==> config.mk <==
export PLATFORM = sky130hd
export DESIGN_NAME = kl10_ad_pipe
export DESIGN_NICKNAME = d
export VERILOG_FILES = /design/src/rtl/kl10_ad_pipe.sv
export SDC_FILE = /design/constraint.sdc
export NUM_CORES = 1
export LEC_CHECK = 0
export CAP_MARGIN = 20
export CELL_PAD_IN_SITES_DETAIL_PLACEMENT = 0
export CELL_PAD_IN_SITES_GLOBAL_PLACEMENT = 2
export CORE_ASPECT_RATIO = 0.9
export CORE_MARGIN = 2
export CORE_UTILIZATION = 38
export CTS_BUF_LIST = sky130_fd_sc_hd__clkbuf_8
export DETAILED_ROUTE_END_ITERATION = 6
export PLACE_DENSITY_LB_ADDON = 0.1
export RECOVER_POWER = 50
export SYNTH_ARGS = -nofsm -noshare
export SYNTH_HDL_FRONTEND = slang
export SYNTH_SLANG_ARGS = --single-unit
==> constraint.sdc <==
create_clock -name clk -period 16 [get_ports clk]
set_input_delay 3.2 -clock clk [delete_from_list [all_inputs] [get_ports clk]]
set_output_delay 3.2 -clock clk [all_outputs]
set_load 0.01 [all_outputs]
==> src/rtl/kl10_ad_pipe.sv <==
`default_nettype none
// ============================================================================
//  Module      : kl10_ad_pipe
//  Description : Two-stage pipelined 36-bit adder/logic unit built from
//                4-bit groups. Stage 1 registers the operands and the group
//                generate/propagate terms. Stage 2 resolves carries with
//                two-level lookahead (groups -> super-groups of four) and
//                registers the result and flags. Both sides use valid/ready.
//  Revision    : 1.0 - initial release
// ============================================================================
module kl10_ad_pipe #(
    parameter  int WIDTH = 36,
    localparam int NGRP  = WIDTH / 4
) (
    input  logic             clk,
    input  logic             reset,
    input  logic             in_valid,
    output logic             in_ready,
    input  logic [2:0]       op,
    input  logic [WIDTH-1:0] a,
    input  logic [WIDTH-1:0] b,
    input  logic             cin,
    output logic             out_valid,
    input  logic             out_ready,
    output logic [WIDTH-1:0] result,
    output logic             cout,
    output logic             ovf,
    output logic [NGRP-1:0]  grp_g_n,
    output logic [NGRP-1:0]  grp_p_n
);

    // Number of lookahead super-groups (four groups each, last may be short)
    localparam int NSG = (NGRP + 3) / 4;

    localparam logic [2:0] OP_ADD   = 3'd0;
    localparam logic [2:0] OP_SUB   = 3'd1;
    localparam logic [2:0] OP_ADC   = 3'd2;
    localparam logic [2:0] OP_SBC   = 3'd3;
    localparam logic [2:0] OP_PASSA = 3'd4;
    localparam logic [2:0] OP_PASSB = 3'd5;
    localparam logic [2:0] OP_AND   = 3'd6;
    localparam logic [2:0] OP_OR    = 3'd7;

    // ------------------------------------------------------------------
    // Handshake
    // ------------------------------------------------------------------
    logic w_s2_free;
    logic w_s1_adv;
    logic w_accept;

    // Stage-1 registers
    logic             r_s1_valid;
    logic [2:0]       r_s1_op;
    logic [WIDTH-1:0] r_s1_a;
    logic [WIDTH-1:0] r_s1_bx;
    logic             r_s1_c0;
    logic [NGRP-1:0]  r_s1_grp_g;
    logic [NGRP-1:0]  r_s1_grp_p;

    assign w_s2_free = !out_valid || out_ready;
    assign w_s1_adv  = r_s1_valid && w_s2_free;
    assign in_ready  = !r_s1_valid || w_s2_free;
    assign w_accept  = in_valid && in_ready;

    // ------------------------------------------------------------------
    // Stage-1 front end: effective B and carry-in
    // ------------------------------------------------------------------
    logic [WIDTH-1:0] w_bx;
    logic             w_c0;
    logic [NGRP-1:0]  w_grp_g;
    logic [NGRP-1:0]  w_grp_p;

    // Subtracts invert B; carry-in is forced for ADD/SUB, taken from cin for ADC/SBC
    always_comb begin
        w_bx = b;
        w_c0 = 1'b0;
        case (op)
            OP_SUB: begin
                w_bx = ~b;
                w_c0 = 1'b1;
            end
            OP_ADC: w_c0 = cin;
            OP_SBC: begin
                w_bx = ~b;
                w_c0 = cin;
            end
            default: begin
                w_bx = b;
                w_c0 = 1'b0;
            end
        endcase
    end

    // Per-group generate/propagate, one 4-bit slice per group
    genvar gi;
    generate
        for (gi = 0; gi < NGRP; gi++) begin : g_grp
            logic [3:0] w_g;
            logic [3:0] w_p;
            assign w_g = a[4*gi +: 4] & w_bx[4*gi +: 4];
            assign w_p = a[4*gi +: 4] | w_bx[4*gi +: 4];
            assign w_grp_g[gi] = w_g[3]
                               | (w_p[3] & w_g[2])
                               | (w_p[3] & w_p[2] & w_g[1])
                               | (w_p[3] & w_p[2] & w_p[1] & w_g[0]);
            assign w_grp_p[gi] = &w_p;
        end
    endgenerate

    // Stage 1 captures a beat on accept and empties when it moves downstream
    always_ff @(posedge clk or posedge reset) begin
        if (reset) begin
            r_s1_valid <= 1'b0;
            r_s1_op    <= 3'd0;
            r_s1_a     <= '0;
            r_s1_bx    <= '0;
            r_s1_c0    <= 1'b0;
            r_s1_grp_g <= '0;
            r_s1_grp_p <= '0;
        end else if (w_accept) begin
            r_s1_valid <= 1'b1;
            r_s1_op    <= op;
            r_s1_a     <= a;
            r_s1_bx    <= w_bx;
            r_s1_c0    <= w_c0;
            r_s1_grp_g <= w_grp_g;
            r_s1_grp_p <= w_grp_p;
        end else if (w_s1_adv) begin
            r_s1_valid <= 1'b0;
        end
    end

    // ------------------------------------------------------------------
    // Stage-2 carry resolution and result formation
    // ------------------------------------------------------------------
    logic [NSG-1:0]   w_sg_g;
    logic [NSG-1:0]   w_sg_p;
    logic [NSG-1:0]   w_sc;
    logic [NGRP-1:0]  w_gc;
    logic [WIDTH-1:0] w_c;
    logic [WIDTH-1:0] w_bg;
    logic [WIDTH-1:0] w_bp;
    logic [WIDTH-1:0] w_sum;
    logic             w_cout_arith;
    logic             w_run;
    logic [WIDTH-1:0] w_res;
    logic             w_cout;
    logic             w_ovf;

    // Two-level lookahead: super-group G/P, carries into each super-group,
    // carries into each group, then carries into each bit
    always_comb begin
        w_sg_g       = '0;
        w_sg_p       = '1;
        w_sc         = '0;
        w_gc         = '0;
        w_c          = '0;
        w_run        = 1'b0;
        w_cout_arith = 1'b0;
        w_bg         = r_s1_a & r_s1_bx;
        w_bp         = r_s1_a | r_s1_bx;

        for (int j = 0; j < NGRP; j++) begin
            w_sg_g[j/4] = r_s1_grp_g[j] | (r_s1_grp_p[j] & w_sg_g[j/4]);
            w_sg_p[j/4] = r_s1_grp_p[j] & w_sg_p[j/4];
        end

        w_run = r_s1_c0;
        for (int k = 0; k < NSG; k++) begin
            w_sc[k] = w_run;
            w_run   = w_sg_g[k] | (w_sg_p[k] & w_run);
        end
        w_cout_arith = w_run;

        w_run = 1'b0;
        for (int j = 0; j < NGRP; j++) begin
            if (j % 4 == 0) begin
                w_run = w_sc[j/4];
            end
            w_gc[j] = w_run;
            w_run   = r_s1_grp_g[j] | (r_s1_grp_p[j] & w_run);
        end

        w_run = 1'b0;
        for (int i = 0; i < WIDTH; i++) begin
            if (i % 4 == 0) begin
                w_run = w_gc[i/4];
            end
            w_c[i] = w_run;
            w_run  = w_bg[i] | (w_bp[i] & w_run);
        end

        w_sum = r_s1_a ^ r_s1_bx ^ w_c;
    end

    // Operation select; logic ops never report carry or overflow
    always_comb begin
        w_res  = w_sum;
        w_cout = w_cout_arith;
        w_ovf  = w_cout_arith ^ w_c[WIDTH-1];
        case (r_s1_op)
            OP_PASSA: w_res = r_s1_a;
            OP_PASSB: w_res = r_s1_bx;
            OP_AND:   w_res = r_s1_a & r_s1_bx;
            OP_OR:    w_res = r_s1_a | r_s1_bx;
            default:  w_res = w_sum;
        endcase
        if (r_s1_op[2]) begin
            w_cout = 1'b0;
            w_ovf  = 1'b0;
        end
    end

    // Stage 2 loads when stage 1 advances; holds while downstream stalls
    always_ff @(posedge clk or posedge reset) begin
        if (reset) begin
            out_valid <= 1'b0;
            result    <= '0;
            cout      <= 1'b0;
            ovf       <= 1'b0;
            grp_g_n   <= '1;
            grp_p_n   <= '1;
        end else if (w_s1_adv) begin
            out_valid <= 1'b1;
            result    <= w_res;
            cout      <= w_cout;
            ovf       <= w_ovf;
            grp_g_n   <= ~r_s1_grp_g;
            grp_p_n   <= ~r_s1_grp_p;
        end else if (out_ready) begin
            out_valid <= 1'b0;
        end
    end

endmodule
`default_nettype wire

; Yosys cells after proc, flatten, opt, wreduce, memory -nomap -nowiden
; Index checks and enable logic that the tools add are counted.
[word_totals]
ff_bits = 152
latchBits = 0
ramBits = 0
romBits = 0
inputBits = 80
elab_cells = 236
n_memories = 0
[classes]
add_sub_neg = 0
mul = 0
div = 0
order_cmp = 0
n_eq_ne = 7
n_shift = 0
mux = 9
n_bitwise = 188
n_reduce_logical = 19
[ops]
columns = op, count
row1 = $pmux W36 S4, 1
row2 = $and A1 B1 Y1, 93
row3 = $xor A36 B36 Y36, 2
row4 = $or A1 B1 Y1, 69
row5 = $and A36 B36 Y36, 1
row6 = $and A4 B4 Y4, 9
row7 = $mux W36, 1
row8 = $not A36 Y36, 1
row9 = $or A36 B36 Y36, 1
row10 = $or A4 B4 Y4, 9
row11 = $reduce_and A4 Y1, 9
row12 = $not A9 Y9, 2
row13 = $eq A3 B3 Y1 const B, 4
row14 = $eq A3 B2 Y1 const B, 2
row15 = $mux W1, 6
row16 = $reduce_bool A2 Y1, 2
row17 = $reduce_or A2 Y1, 2
row18 = $eq A3 B1 Y1 const B, 1
row19 = $logic_and A1 B1 Y1, 2
row20 = $logic_not A1 Y1, 2
row21 = $logic_or A1 B1 Y1, 2
row22 = $pmux W1 S2, 1
row23 = $xor A1 B1 Y1, 1

; Logic depth before layout (Yosys ltp)
[logic_depth]
depth_word = 21
mapped_depth = 13
ltp_nobuf = 13

; Worst setup path after synthesis
; Ideal clock, no wire load.
[synth_path]
path_kind = input to output
from = in out_ready
to = out in_ready
t_arrival_ns = 3.424
t_required_ns = 12.800
setup_slack_ns = 9.376
stages = 1
n_path_buf = 0
path_cell_list = nand3b_1
[synth_via]
elab_chain_len = 2
[synth_rtl]
columns = item, line
row1 = "start, declared", 24  ; input logic out_ready,
row2 = $logic_or A1 B1 Y1, 60  ; assign w_s2_free = !out_valid || out_ready;
row3 = $logic_or A1 B1 Y1, 62  ; assign in_ready = !r_s1_valid || w_s2_free;
row4 = "end, declared", 18  ; output logic in_ready,
; Every way passes these cells.

; Final worst setup path
; Ends and elaborated chain as after synthesis.

==> tab_implementation.tex <==
\begin{tabular}{lr}
\hline
Metric & Value \\
\hline
\multicolumn{2}{l}{\textbf{Clock network}} \\
Clk slew on worst S/H paths & 0.10 ns \\
CTS H-Tree Depth & 4 \\
Clock buffer count from CTS & 17 \\
Worst skew pair latency & 0.46 ns \\
Hold buffer count at CTS & 0 \\
Post-CTS setup repair buffer count & 0 \\
Number of buffers between clock root and the deepest sink & 2 \\
Clock sink total & 152 \\
Resize count post-CTS & 0 \\
Clock tree root buffer cell & sky130\_fd\_sc\_hd\_\_clkbuf\_8 \\
CTS tree & built \\
\multicolumn{2}{l}{\textbf{STA}} \\
Rel. slew slack & -194\% \\
Ratio of final minimum period to clock period & 47.8\% \\
Number of failing setup endpoints in the final timing report & 0 \\
Final total negative setup slack & 0 ns \\
Final critical-path required period & 7.65 ns \\
Setup repair after global routing missed its margin & no \\
Achievable frequency & 131 MHz \\
Actual slew at the worst max-slew pin & 4.39 ns \\
Post-Route Skew & 0.0182 ns \\
Final hold viol count & 0 \\
Final number of max-transition violations & 237 \\
\multicolumn{2}{l}{\textbf{Finish}} \\
Fin area & 11800 um\^{}2 \\
Count of nets after finishing & 1347 \\
Antenna diode instance count & 0 \\
Area added between synthesis and finish & 19.3\% \\
Layout cell share with drive strength beyond 1 & 6.78\% \\
\multicolumn{2}{l}{\textbf{Outcome}} \\
Violated checks & capacitance limit, slew limit \\
Status & complete, but fails checks \\
\multicolumn{2}{l}{\textbf{Global routing}} \\
Grt total ovfl & 0 \\
Largest net degree at the start of global routing & 93 \\
Initial antenna violation count & 0 \\
Via count of the first global-routing pass & 7426 \\
Wire length of the first global-routing pass & 44500 um \\
Overall track demand over capacity in global routing & 21.3\% \\
\multicolumn{2}{l}{\textbf{Worst setup path}} \\
Setup crit start & out\_ready \\
Setup crit end kind & output pin \\
Worst flop-to-flop path endpoint & r\_s1\_a[5]\$\_DFFE\_PP0P\_ \\
Reg2Reg Launch Point & out\_valid\$\_DFFE\_PP0P\_ \\
Critical Path AT & 4.45 ns \\
Required time of the critical path & 12.80 ns \\
Nature of the critical path startpoint & primary input \\
Maximum fanout along the worst path & 4 \\
Worst r2r path cells & 5 \\
Last element of the critical path & in\_ready \\
Setup slack, reg-to-reg & 11.44 ns \\
Setup CP Type & primary input to output pin \\
\multicolumn{2}{l}{\textbf{Worst hold path}} \\
Class of the tightest hold or removal check & flip-flop to flip-flop \\
\multicolumn{2}{l}{\textbf{Synthesis}} \\
Number of distinct library cells after synthesis & 50 \\
Mapped Area & 9920 um\^{}2 \\
Count of state elements after synthesis & 152 \\
Warning count from the yosys run & 0 \\
Number of instances in the synthesized netlist & 1066 \\
Syn\_nets & 1245 \\
Average footprint of a synthesized cell & 9.31 um\^{}2 \\
Sequential share of the synthesized area & 38.6\% \\
\multicolumn{2}{l}{\textbf{Floorplan}} \\
Die boundary height & 157 um \\
Floorplan row count & 56 \\
Top Ports & 138 \\
Die X & 174 um \\
Die footprint & 27400 um\^{}2 \\
Core Area & 25900 um\^{}2 \\
Initial Utilization & 38.4\% \\
\multicolumn{2}{l}{\textbf{Route}} \\
Total detailed-routing wirelength & 28400 um \\
Number of iterations in the first detailed-routing pass & 5 \\
Detailed router's first-iteration violation count & 555 \\
Via-to-Cell Ratio & 5.08 \\
Routed length per instance & 18.6 um \\
Antenna Violating Nets Remaining & 0 \\
Post-route DRC violation count & 0 \\
Via total after detailed routing & 7756 \\
\multicolumn{2}{l}{\textbf{Power and ir drop}} \\
VDD IR-drop max & 0.0539 mV \\
Static leakage & 0.00518 uW \\
Pwr dens & 113 nW/um\^{}2 \\
\multicolumn{2}{l}{\textbf{Run}} \\
Maxcap violations & 3 \\
\multicolumn{2}{l}{\textbf{Place}} \\
Total cell area at the placement stage & 11500 um\^{}2 \\
Half-perimeter wire length after detailed placement & 20100 um \\
Port bufs & 137 \\
Gp weighted congestion & 0.742 \\
\hline
\end{tabular}
-- kinds of logic after synthesis --
family          Yosys count  synth area share [%]
mux                      41                  4.89
fa+ha+maj                99                  14.5
flops                   152                  38.6
xor+xnor                 49                  4.93
buf+inv                 153                  6.72
compound gates          319                  19.6
simple gates            253                  10.8
-- how the worst min path moves through the flow --
stage	startpoint	to	cells after the start
after floorplan	r_s1_grp_p[0]$_DFFE_PP0P_	grp_p_n[0]$_DFFE_PP1P_	1
after global placement	result[21]$_DFFE_PP0P_	result[21]$_DFFE_PP0P_	2
after detailed placement	result[27]$_DFFE_PP0P_	result[27]$_DFFE_PP0P_	2
after CTS	r_s1_grp_g[7]$_DFFE_PP0P_	grp_g_n[7]$_DFFE_PP1P_	1
after global routing	result[20]$_DFFE_PP0P_	result[20]$_DFFE_PP0P_	2
final	r_s1_grp_g[7]$_DFFE_PP0P_	grp_g_n[7]$_DFFE_PP1P_	1
-- cell usage after synthesis (all sizes together) --
master / number / area (um^2)
fa: 27 / 541
a221o: 2 / 20.0
nor2b: 12 / 75.1
clkbuf: 29 / 109
o2111ai: 1 / 8.76
a2bb2oi: 2 / 17.5
buf: 33 / 216
mux4: 6 / 135
nor2: 26 / 97.6
o22a: 2 / 17.5
or3: 1 / 6.26
dfstp: 18 / 473
o21ai: 153 / 766
a21o: 8 / 60.1
nand2b: 11 / 76.3
inv: 91 / 342
nand3b: 1 / 7.51
nor3: 4 / 20.0
dfrtp: 134 / 3350
nand2: 182 / 683
a221oi: 16 / 140
a31oi: 14 / 87.6
ha: 72 / 901
xnor2: 42 / 428
and3: 2 / 12.5
o22ai: 27 / 169
o211ai: 14 / 115
a21oi: 38 / 190
a32oi: 14 / 123
or2: 7 / 43.8
nand3: 3 / 20.0
a31o: 2 / 17.5
mux2i: 35 / 350
o31ai: 11 / 82.6
nand4: 2 / 12.5
and2: 1 / 6.26
a22o: 15 / 131
xor2: 7 / 61.3
and2b: 1 / 7.51
-- routing by layer --
layer | vias up | share of wire, % | global-route usage, %
met5 | - | 0 | 0
met2 | 195 | 37 | 27.0
met1 | 3691 | 57 | 36.3
li1 | 3861 | - | -
met3 | 9 | 5.4 | 4.32
met4 | 0 | 0.47 | 3.16
-- registers in the layout, indices dropped and copies added (netlist names) --
register,flops
cout,1
grp_g_n,9
grp_p_n,9
out_valid,1
ovf,1
r_s1_a,36
r_s1_bx,36
r_s1_c0,1
r_s1_grp_g,9
r_s1_grp_p,9
r_s1_op,3
r_s1_valid,1
result,36
-- critical path, stage by stage --
cell,delay (ns)
sky130_fd_sc_hd__dlygate4sd3_1,0.54
sky130_fd_sc_hd__nand3b_1,0.21
sky130_fd_sc_hd__clkdlybuf4s50_1,0.50
-- layout make-up --
type / instances / area (um^2)
clock buffer: 17 / 234
inverter: 91 / 343
clock inverter: 14 / 140
multi-input combinational: 761 / 5430
sequential: 152 / 3830
fill: 2570 / 14000
tap: 348 / 435
timing repair buffer: 145 / 1430
-- report_power, final --
group / leakage [uW] / switching (uW) / internal, uW / total [uW]
clock network: 0.000180 / 169 / 126 / 295
logic: 0.00318 / 272 / 232 / 504
registers: 0.00182 / 67.3 / 477 / 545
-- cell usage in the layout, fill, tap and decap left out, types with 10 or more instances in the layout --
cell type,instances
sky130_fd_sc_hd__a21oi_1,38
sky130_fd_sc_hd__a221oi_1,16
sky130_fd_sc_hd__a22o_1,15
sky130_fd_sc_hd__a31oi_1,14
sky130_fd_sc_hd__a32oi_1,14
sky130_fd_sc_hd__clkbuf_8,17
sky130_fd_sc_hd__clkdlybuf4s50_1,96
sky130_fd_sc_hd__dfrtp_1,132
sky130_fd_sc_hd__dfstp_2,18
sky130_fd_sc_hd__dlygate4sd3_1,41
sky130_fd_sc_hd__fa_1,27
sky130_fd_sc_hd__ha_1,72
sky130_fd_sc_hd__inv_1,90
sky130_fd_sc_hd__mux2i_1,35
sky130_fd_sc_hd__nand2_1,182
sky130_fd_sc_hd__nand2b_1,10
sky130_fd_sc_hd__nor2_1,25
sky130_fd_sc_hd__nor2b_1,12
sky130_fd_sc_hd__o211ai_1,12
sky130_fd_sc_hd__o21ai_0,151
sky130_fd_sc_hd__o22ai_1,27
sky130_fd_sc_hd__o31ai_1,11
sky130_fd_sc_hd__xnor2_1,34
-- metrics by stage --
step           setup WS (ns)  instances  hold slack, ns  util [%]  total power (uW)
2_1_floorplan           8.74       1066           0.428         -               842
6_report                8.35       1528           0.474      45.8              1340
4_1_cts                 8.42       1528           0.477      45.9              1380
3_5_place_dp            8.42       1497           0.470      44.4              1070
5_1_grt                 8.01       1528           0.507      45.8              1450
3_3_place_gp            8.42       1497           0.462      44.4              1070
(Power assumes the default switching activity.)
